===== src/rtl/alu_sequencer_if.sv =====
`default_nettype none
// ============================================================================
//  Module      : alu_sequencer_if
//  Description : Instruction handshake bundle between an instruction source
//                (fetch logic or a testbench) and alu_sequencer.
//                  instr_valid : source -> sequencer, instr holds a valid word
//                  instr       : source -> sequencer, 16-bit instruction word
//                  instr_ready : sequencer -> source, word accepted this cycle
//                A transfer happens on a rising clock edge where both
//                instr_valid and instr_ready are high.
//  Revision    : 1.0  initial release
// ============================================================================
interface alu_sequencer_if;
    logic        instr_valid;
    logic        instr_ready;
    logic [15:0] instr;

    // Instruction source side
    modport master (
        output instr_valid,
        output instr,
        input  instr_ready
    );

    // Sequencer side
    modport slave (
        input  instr_valid,
        input  instr,
        output instr_ready
    );
endinterface
`default_nettype wire


===== src/rtl/alu_sequencer.sv =====
`default_nettype none
// ============================================================================
//  Module      : alu_sequencer
//  Description : Multi-cycle controller for the ALU / register-file datapath.
//                Accepts one 16-bit instruction per valid/ready handshake and
//                steps through OPB (operand B select), OPA (operand A select)
//                and EXEC (execute + write-back). Counts retired instructions.
//  Ports       : clk          - clock, rising edge
//                reset        - asynchronous reset, active low
//                instr_if     - instruction handshake (slave side)
//                hold         - freezes state, IR and retire counter
//                control1     - operand A select (0 = none, r+1 = register r)
//                control2     - operand B select (same encoding)
//                imm_control  - selects immediate as operand B
//                immediate    - sign-extended imm8
//                opcode       - ALU operation code
//                buff_en      - drives ALU result onto write-back bus
//                enable       - one-hot register write enable
//                done         - one-cycle pulse when an instruction retires
//                retire_count - retired instruction count (wraps)
//  Revision    : 1.0  initial release
// ============================================================================
module alu_sequencer #(
    parameter int NUM_REGS = 16,
    parameter int WIDTH    = 16
) (
    input  wire logic          clk,
    input  wire logic          reset,
    alu_sequencer_if.slave     instr_if,
    input  wire logic          hold,
    output logic [4:0]         control1,
    output logic [4:0]         control2,
    output logic               imm_control,
    output logic [WIDTH-1:0]   immediate,
    output logic [7:0]         opcode,
    output logic               buff_en,
    output logic [NUM_REGS-1:0] enable,
    output logic               done,
    output logic [WIDTH-1:0]   retire_count
);

    localparam logic [1:0] c_st_idle = 2'd0;
    localparam logic [1:0] c_st_opb  = 2'd1;
    localparam logic [1:0] c_st_opa  = 2'd2;
    localparam logic [1:0] c_st_exec = 2'd3;

    logic [1:0]          r_state;
    logic [1:0]          w_next_state;
    logic [15:0]         r_ir;
    logic [WIDTH-1:0]    r_retire_count;

    logic                w_handshake;
    logic [3:0]          w_op;
    logic [3:0]          w_rdst;
    logic [3:0]          w_ext;
    logic [3:0]          w_rsrc;
    logic [7:0]          w_imm8;
    logic                w_is_rtype;
    logic                w_is_cmp;
    logic                w_is_nop;
    logic [WIDTH-1:0]    w_imm_sext;
    logic [NUM_REGS-1:0] w_dst_onehot;

    // ------------------------------------------------------------------
    // Decode of the latched instruction
    // ------------------------------------------------------------------
    assign w_op       = r_ir[15:12];
    assign w_rdst     = r_ir[11:8];
    assign w_ext      = r_ir[7:4];
    assign w_rsrc     = r_ir[3:0];
    assign w_imm8     = r_ir[7:0];
    assign w_is_rtype = (w_op == 4'h0);
    assign w_is_cmp   = w_is_rtype && (w_ext == 4'hB);
    assign w_is_nop   = (w_op == 4'hF);

    // Destinations at or beyond NUM_REGS shift out and produce no write.
    assign w_dst_onehot = {{(NUM_REGS-1){1'b0}}, 1'b1} << w_rdst;

    generate
        if (WIDTH > 8) begin : g_imm_wide
            assign w_imm_sext = {{(WIDTH-8){w_imm8[7]}}, w_imm8};
        end else begin : g_imm_narrow
            assign w_imm_sext = w_imm8[WIDTH-1:0];
        end
    endgenerate

    // ------------------------------------------------------------------
    // Handshake: reset is folded in so ready is low while reset is held.
    // ------------------------------------------------------------------
    assign instr_if.instr_ready = ((r_state == c_st_idle) || (r_state == c_st_exec))
                                  && !hold && reset;
    assign w_handshake = instr_if.instr_valid && instr_if.instr_ready;

    // ------------------------------------------------------------------
    // FSM: state register
    // ------------------------------------------------------------------
    always_ff @(posedge clk or negedge reset) begin
        if (!reset) begin
            r_state <= c_st_idle;
        end else begin
            r_state <= w_next_state;
        end
    end

    // ------------------------------------------------------------------
    // FSM: next-state logic. Hold freezes the current state; a handshake
    // can only occur when hold is low, since ready already excludes it.
    // ------------------------------------------------------------------
    always_comb begin
        w_next_state = r_state;
        case (r_state)
            c_st_idle: if (w_handshake) w_next_state = c_st_opb;
            c_st_opb:  if (!hold)       w_next_state = c_st_opa;
            c_st_opa:  if (!hold)       w_next_state = c_st_exec;
            c_st_exec: begin
                if (!hold) begin
                    w_next_state = w_handshake ? c_st_opb : c_st_idle;
                end
            end
            default:   w_next_state = c_st_idle;
        endcase
    end

    // ------------------------------------------------------------------
    // FSM: Moore output decode of state and IR. Select outputs stay valid
    // during hold; the write strobes and done are suppressed under hold so
    // the write lands in the first EXEC cycle with hold low.
    // ------------------------------------------------------------------
    always_comb begin
        control1    = 5'd0;
        control2    = 5'd0;
        imm_control = 1'b0;
        immediate   = '0;
        opcode      = 8'h00;
        buff_en     = 1'b0;
        enable      = '0;
        done        = 1'b0;
        case (r_state)
            c_st_opb: begin
                if (!w_is_nop) begin
                    if (w_is_rtype) begin
                        control2 = {1'b0, w_rsrc} + 5'd1;
                    end else begin
                        imm_control = 1'b1;
                        immediate   = w_imm_sext;
                    end
                end
            end
            c_st_opa: begin
                if (!w_is_nop) begin
                    control1 = {1'b0, w_rdst} + 5'd1;
                end
            end
            c_st_exec: begin
                if (!w_is_nop) begin
                    opcode = w_is_rtype ? {4'h0, w_ext} : {w_op, 4'h0};
                end
                if (!hold) begin
                    done = 1'b1;
                    if (!w_is_nop && !w_is_cmp) begin
                        buff_en = 1'b1;
                        enable  = w_dst_onehot;
                    end
                end
            end
            default: ;
        endcase
    end

    // ------------------------------------------------------------------
    // Instruction register
    // ------------------------------------------------------------------
    always_ff @(posedge clk or negedge reset) begin
        if (!reset) begin
            r_ir <= 16'h0000;
        end else if (w_handshake) begin
            r_ir <= instr_if.instr;
        end
    end

    // ------------------------------------------------------------------
    // Retire counter; done is already gated by hold.
    // ------------------------------------------------------------------
    always_ff @(posedge clk or negedge reset) begin
        if (!reset) begin
            r_retire_count <= '0;
        end else if (done) begin
            r_retire_count <= r_retire_count + WIDTH'(1);
        end
    end

    assign retire_count = r_retire_count;

endmodule
`default_nettype wire


===== src/flat_wrapper.sv =====
// flat-port wrapper written by rule: the top's interface ports become plain ports
module alu_sequencer_flat 
#(
    parameter int NUM_REGS = 16,
    parameter int WIDTH    = 16
)
  (clk, reset, hold, control1, control2, imm_control, immediate, opcode, buff_en, enable, done, retire_count, instr_if_instr_valid, instr_if_instr, instr_if_instr_ready);
  alu_sequencer_if instr_if_i ();
  input  wire logic clk;
  input  wire logic reset;
  input  wire logic hold;
  output logic [4:0] control1;
  output logic [4:0] control2;
  output logic imm_control;
  output logic [WIDTH-1:0] immediate;
  output logic [7:0] opcode;
  output logic buff_en;
  output logic [NUM_REGS-1:0] enable;
  output logic done;
  output logic [WIDTH-1:0] retire_count;
  input wire logic [$bits(instr_if_i.instr_valid)-1:0] instr_if_instr_valid;
  input wire logic [$bits(instr_if_i.instr)-1:0] instr_if_instr;
  output wire logic [$bits(instr_if_i.instr_ready)-1:0] instr_if_instr_ready;
  assign instr_if_i.instr_valid = instr_if_instr_valid;
  assign instr_if_i.instr = instr_if_instr;
  assign instr_if_instr_ready = instr_if_i.instr_ready;
  alu_sequencer #(.NUM_REGS(NUM_REGS), .WIDTH(WIDTH)) u_core (.clk(clk), .reset(reset), .instr_if(instr_if_i), .hold(hold), .control1(control1), .control2(control2), .imm_control(imm_control), .immediate(immediate), .opcode(opcode), .buff_en(buff_en), .enable(enable), .done(done), .retire_count(retire_count));
endmodule

===== config.mk =====
export PLATFORM = sky130hd
export DESIGN_NAME = alu_sequencer_flat
export DESIGN_NICKNAME = d
export VERILOG_FILES = /design/src/rtl/alu_sequencer_if.sv /design/src/rtl/alu_sequencer.sv /design/src/flat_wrapper.sv
export SDC_FILE = /design/constraint.sdc
export NUM_CORES = 1
export LEC_CHECK = 0
export BUFFER_PORTS_ARGS = -buffer_cell sky130_fd_sc_hd__buf_2
export CORE_MARGIN = 1
export CORE_UTILIZATION = 43
export DETAILED_ROUTE_END_ITERATION = 10
export PLACE_DENSITY = 0.76
export SYNTH_ARGS = -nofsm -noshare
export SYNTH_HDL_FRONTEND = slang
export SYNTH_SLANG_ARGS = --single-unit

===== constraint.sdc =====
create_clock -name clk -period 1.7 [get_ports clk]
set_input_delay 0.17 -clock clk [delete_from_list [all_inputs] [get_ports clk]]
set_output_delay 0.17 -clock clk [all_outputs]
set_load 0.03 [all_outputs]

==> results.md, run 1 <==
- Status: finished, violations left
- Failing checks: negative setup slack
- #FFs+latches synth: 34
- Syn nets: 241
- Worst IR drop on VDD: 1080 uV
- Worst-Margin Slew: 0.443 ns
- FP Rows: 24
- Post-route setup slack: -0.401 ns
- Synth cell types: 36
- Starting Density: 0.461
- Drt drc: 0
- Worst EP required: 1.53 ns
- Hold Fails Final Rpt: 0
- Synthesized area per cell: 9.99 um^2
- Hold Slack: 0.101 ns
- Top Layer Used: met4
- Final min period: 2.10 ns
- CTS Sinks: 34
- Share of cells above drive strength 1: 0.640
- Largest net degree at the start of global routing: 35
- Post-route ant nets: 0
- Antenna diode count: 0
- Final HPWL DP: 3.78 mm
- Most common cell after layout, fill and taps aside: buf_6
- Clk slew on worst S/H paths: 0.07 ns
- Root buffer cell: clkbuf_8
- Core outline area: 4500 um^2
- Internal Power: 0.00339 W
- Routed wl met3: 294 um
- Synth area leaders: dfrtp_1 (41%), ha_1 (7.8%), mux2_2 (7.6%), xnor2_1 (4.6%), and2_1 (4.2%)
- Routed WL: 6.20 mm
- Fin util: 0.787
- Met1 wire length: 2.65 mm
- First-pass GRT wire length: 9.15 mm
- Synth Instances: 208
- TritonCTS Buffers: 5
- CTS H-tree lvls: 2
- Max-Cap Viols: 0
- Placer Congestion: 0.812
- Top cell type's share of synthesized area: 0.410
- Area leader, netlist: dfrtp_1
- Vias in the first global route: 1906
- Yosys warns: 0
- # fillers: 265
- Crit path max fanout: 4
- Initial antenna violation count: 0
- Die Area: 5110 um^2
- Pwr dens: 1680 nW/um^2
- Sequential power share: 0.245
- Fin nets: 357
- Vias: 1977
- Die width: 71.5 um
- Peak Freq: 476 MHz
- Met2 routed WL: 3.11 mm
- Die Y: 71.5 um
- Combinational share of power: 0.597
- Most frequent cells in the layout: buf_6 (51), buf_2 (43), dfrtp_1 (32), buf_4 (26)
- Register area share after synthesis: 0.410
- Initial DRC count: 86
- Global-route usage over all layers: 0.234
- Min-Delay Path Class: in -> reg
- Crit path DAT: 1.93 ns
- Final setup vio count: 66
- Relative slew slack: 0.704
- Setup crit start kind: register
- Area Overhead vs Synth: 70.7%
- Skew-Pair Late Insertion Delay: 0.29 ns
- CTS tree: built
- Mean number of vias per cell: 5.24
- Post-Syn Area: 2080 um^2
- Number of port buffers: 89
- Io pins: 90
- Fin. max-slew vios: 0
- Clock power share: 0.158
- Unrepaired setup endpoints after global routing: true
- Detailed Routing Iterations Pass 1: 4
- Skew final: 0.00659 ns
- Worst setup EP type: output port
- Sw Share: 0.429
- Overflow after GRT: 0
- Leak pwr: 1.74 nW
- Wirelength per Cell: 16.5 um
- P_sw: 0.00255 W
- Tcrit/Tclk final: 1.24
- Clk buf depth: 2
- Crit Path Class: reg -> out
through the flow:
| step | power, W | setup TNS (ns) | worst slack, ns | std cells | cell area (um^2) |
|---|---|---|---|---|---|
| floorplan | 0.00341 | -3.40 | -0.196 | 208 | 2230 |
| global placement | 0.00396 | -0.104 | -0.0199 | 353 | 2740 |
| detailed placement | 0.00403 | -0.863 | -0.0482 | 353 | 2740 |
| CTS | 0.00552 | -12.86 | -0.353 | 374 | 3380 |
| global route | 0.00624 | -18.13 | -0.443 | 377 | 3540 |
| finish | 0.00594 | -14.61 | -0.401 | 377 | 3540 |
sequential cells by signal, summed over array words and instances (netlist names):
register             count
u_core.r_ir             16
u_core.retire_count     16
u_core.r_state           2
area by class of cell:
class                      count  area [um^2]  share of cell area
sequential                    34          853               0.241
inverter                      10         47.5              0.0134
tap                           52         65.1              0.0184
clock buffer                   6         82.6              0.0233
timing repair buffer         123         1030               0.291
clock inverter                 2         60.1              0.0169
multi-input combinational    150         1410               0.397
routing by layer:
metal | vias up | GRT usage
met5 | - | 0
met3 | 15 | 0.0478
li1 | 922 | -
met1 | 974 | 0.302
met2 | 66 | 0.398
met4 | 0 | 0.0697
synthesized netlist by cell type, drive strengths merged:
master   count
dfrtp       34
nor2        23
nand2       21
and2        15
and3        14
mux2        14
ha          13
buf         12
xnor2       11
inv          9
xor2         7
nand3        5
nand4        5
nor3         4
o21ai        4
clkbuf       2
o2111ai      2
a21oi        1
a221o        1
and4         1
clkinv       1
nand2b       1
nand4b       1
nor3b        1
nor4         1
o211a        1
o21bai       1
o31a         1
or3          1
or4          1
worst max-delay path, stage by stage (launching register included):
cell and delay, ns:
dfrtp_1 0.38, or4_4 0.59, o2111ai_4 0.29, nor2_2 0.10, and2_4 0.15, buf_6 0.13
power groups by stage:
stage | sequential, W | clock (W) | combinational (W)
global route | 0.00149 | 0.000988 | 0.00375
finish | 0.00146 | 0.000938 | 0.00354
detailed placement | 0.00141 | 0 | 0.00263
floorplan | 0.00144 | 0 | 0.00197
CTS | 0.00141 | 0.000947 | 0.00316
global placement | 0.00139 | 0 | 0.00257
path summary, 6_finish.rpt:
kind	start	depth (start not counted)	end	slack, ns
max in group asynchronous	reset	3	u_core.r_ir[10]	0.85
min in group asynchronous	reset	3	u_core.retire_count[1]	0.50
worst min register to register	u_core.retire_count[15]	1	u_core.retire_count[15]	0.48
worst max register to register	u_core.r_state[0]	8	u_core.r_state[0]	-0.23
worst min-delay path	instr_if_instr[9]	3	u_core.r_ir[9]	0.10
worst max-delay path	u_core.r_ir[14]	5	enable[0]	-0.40
repair_timing:
action,in CTS,in global routing
gates cloned,1,0
endpoints found under the hold margin,34,0
pin swaps,19,19
gates resized for setup,107,55
hold buffers,1,0
setup endpoints to repair,64,74
setup buffers,11,7
kinds of logic after synthesis:
group | synth area share
xor+xnor | 0.0759
simple gates | 0.239
compound gates | 0.0548
fa+ha+maj | 0.0783
mux | 0.0759
buf+inv | 0.0663
flops | 0.410
(Power assumes the default switching activity.)
==> run 2: changes to the inputs <==
--- a/config.mk
+++ b/config.mk
@@ -5,10 +5,12 @@
 export SDC_FILE = /design/constraint.sdc
 export NUM_CORES = 1
 export LEC_CHECK = 0
+export ABC_AREA = 1
 export BUFFER_PORTS_ARGS = -buffer_cell sky130_fd_sc_hd__buf_2
 export CORE_MARGIN = 1
 export CORE_UTILIZATION = 43
 export DETAILED_ROUTE_END_ITERATION = 10
+export HOLD_SLACK_MARGIN = 0.15
 export PLACE_DENSITY = 0.76
 export SYNTH_ARGS = -nofsm -noshare
 export SYNTH_HDL_FRONTEND = slang
==> run 2 against run 1 <==
Net effect:
- the flow still finishes with violations (negative setup slack)
- setup slack gained 0.25 ns
- highest routed layer unchanged
- register-to-register slack gained 0.26 ns
- cell area shrank 2.8%
- first-iteration DRC count grew 70%
- flip-flop and latch count is the same
- sequential share of layout area grew 0.65 points
==> results.md, run 2 <==
- Status: finished, violations left
- Failing checks: negative setup slack
- Area Overhead vs Synth: 60.8%
- FF+latch area: 852 um^2
- Clk buf depth: 2
- Ys flop type: dfrtp_1
- Post-DP Area: 2650 um^2
- Final min period: 1.85 ns
- Vias: 2299
- Skew final: 0.00675 ns
- Synth cell types: 25
- Initial DRC count: 146
- Worst Setup SP: u_core.r_ir[13]
- FP Rows: 25
- Largest net degree at the start of global routing: 35
- Root buffer cell: clkbuf_8
- Wirelength per Cell: 13.8 um
- Top post-synthesis cells by count: nor2_1 (62), nand2_1 (55), inv_1 (41)
- Skew-Pair Late Insertion Delay: 0.29 ns
- Fin nets: 439
- Syn nets: 323
- TritonCTS Buffers: 5
- Mean number of vias per cell: 4.85
- # fillers: 375
- R2R setup slack: 0.03 ns
- Critical Path Max Stage Delay: 0.39 ns
- Setup crit start kind: register
- Vias in the first global route: 2126
- Multi-input logic area: 1280 um^2
- Min-Delay Path Class: in -> reg
- Simple-gate area share of the yosys netlist: 0.316
- CP most frequent cell: buf_4
- Hold Fails Final Rpt: 0
- Fin. max-slew vios: 0
- Crit path DAT: 1.68 ns
- Design area: 3450 um^2
- Top cell type's share of synthesized area: 0.397
- Pwr dens: 1560 nW/um^2
- Post-route setup slack: -0.152 ns
- Unrepaired setup endpoints after global routing: true
- Tcrit/Tclk final: 1.09
- CP cell instances: buf_4 -> nand4_1 -> buf_4 -> nand3_4 -> nor2_4 -> buf_4
- Most common cell after layout, fill and taps aside: nand2_1
- Post-Synth Adder-Cell Area: 0.0759
- Number of port buffers: 89
- Clk slew on worst S/H paths: 0.07 ns
- Crit Path Class: reg -> out
- Share of cells above drive strength 1: 0.408
- Antenna diode count: 0
- Count leader, synth: nor2_1
- Die Area: 5270 um^2
- Final HPWL DP: 3.90 mm
- Post-synth EDFFs: 0
- Xor/xnor share of the synthesized area: 0.0409
- Placer Congestion: 0.854
- Worst IR drop on VDD: 1070 uV
- Worst-Margin Slew: 0.436 ns
- Yosys warns: 0
- Main combinational cell family by area after synthesis: simple AND/OR/NAND/NOR gates
- Setup_tns: -4.22 ns
- Detailed Routing Iterations Pass 1: 4
- Synth Instances: 290
- CTS Sinks: 34
- Slowest CP cell: dfrtp_1
- Post-synthesis mux area share: 0
- Area leader, netlist: dfrtp_1
- First-pass GRT wire length: 9.77 mm
- Worst setup EP type: output port
- Post-route ant nets: 0
- Die Y: 72.6 um
- HP Start: instr_if_instr[10]
- Most frequent cells in the layout: nand2_1 (51), nor2_1 (47), buf_4 (37), buf_2 (35)
- Routed WL: 6.54 mm
- Global-route usage over all layers: 0.243
- CTS tree: built
- Die width: 72.6 um
- Share of synthesized registers carrying an async set or reset: 1.00
- Crit path max fanout: 5
- Overflow after GRT: 0
- Synth Area in Compound Gates: 0.0619
- Leak pwr: 1.75 nW
- Relative slew slack: 0.709
- Post-Syn Area: 2140 um^2
- Final setup vio count: 45
- #FFs+latches synth: 34
- Initial antenna violation count: 0
- Max-Cap Viols: 0
- Drt drc: 0
- Worst EP required: 1.53 ns
- Core outline area: 4750 um^2
- Register area share after synthesis: 0.397
- R2R Path Start: u_core.r_state[0]
- Peak Freq: 540 MHz
- Synth area leaders: dfrtp_1 (40%), nor2_1 (11%), nand2_1 (9.6%), ha_1 (7.6%), inv_1 (7.2%)
- Io pins: 90
- CTS H-tree lvls: 2
- Synthesized area per cell: 7.39 um^2
- Starting Density: 0.451
## run 2: power by group
part / internal [W] / switching, W / total, W / leakage [nW]
registers: 0.00107 / 0.000293 / 0.00136 / 0.407
logic: 0.00119 / 0.00207 / 0.00326 / 1.29
clock network: 0.000437 / 0.000305 / 0.000742 / 0.0514
## run 2: final cells by class
class / count / share of cell area
Sequential cell: 34 / 0.247
Inverter: 42 / 0.0490
Tap cell: 67 / 0.0243
Multi-Input combinational cell: 205 / 0.372
Clock buffer: 6 / 0.0211
Clock inverter: 2 / 0.0109
Timing Repair Buffer: 118 / 0.276
## run 2: worst max-delay path: cells and delay by family (launching register included)
family	cells	cell delay [ns]
flops	1	0.39
buf+inv	3	0.52
simple gates	3	0.50
## run 2: metrics by stage
step / std cells / setup WS, ns / hold WS, ns / utilization / power, W
6_report: 474 / -0.152 / 0.161 / 0.725 / 0.00536
5_1_grt: 474 / -0.221 / 0.157 / 0.725 / 0.00568
4_1_cts: 469 / -0.121 / 0.151 / 0.679 / 0.00498
3_5_place_dp: 439 / -0.0293 / 0.288 / 0.558 / 0.00368
3_3_place_gp: 439 / 0.0935 / 0.284 / 0.558 / 0.00363
2_1_floorplan: 290 / -0.00663 / -0.126 / - / 0.00314
## run 2: routing by layer
metal / part of all wire / track usage
met3: 0.041 / 0.0483
met1: 0.42 / 0.300
met4: 0.015 / 0.0806
met2: 0.53 / 0.425
met5: 0 / 0
## run 2: worst paths after layout
path | to | depth (start not counted)
worst max-delay path | immediate[7] | 6
worst max register to register | u_core.r_ir[4] | 8
max in group asynchronous | u_core.r_state[1] | 3
worst min-delay path | u_core.r_ir[10] | 3
min in group asynchronous | u_core.r_ir[10] | 3
worst min register to register | u_core.retire_count[5] | 1
## run 2: logic make-up after synthesis
logic type | after synthesis
xor gates and xnor gates | 10
DFF | 34
adders and majority gates | 13
buffers and inverters | 53
and+or+nand+nor | 154
AOI/OAI and AO/OA | 26
## run 2: timing repair
action | 4_1_cts | 5_1_grt
hold buffers | 14 | 0
gates resized for setup | 85 | 56
pin swaps | 12 | 15
setup buffers | 6 | 5
setup endpoints to repair | 45 | 71
endpoints found under the hold margin | 47 | 0
gates cloned | 2 | 0
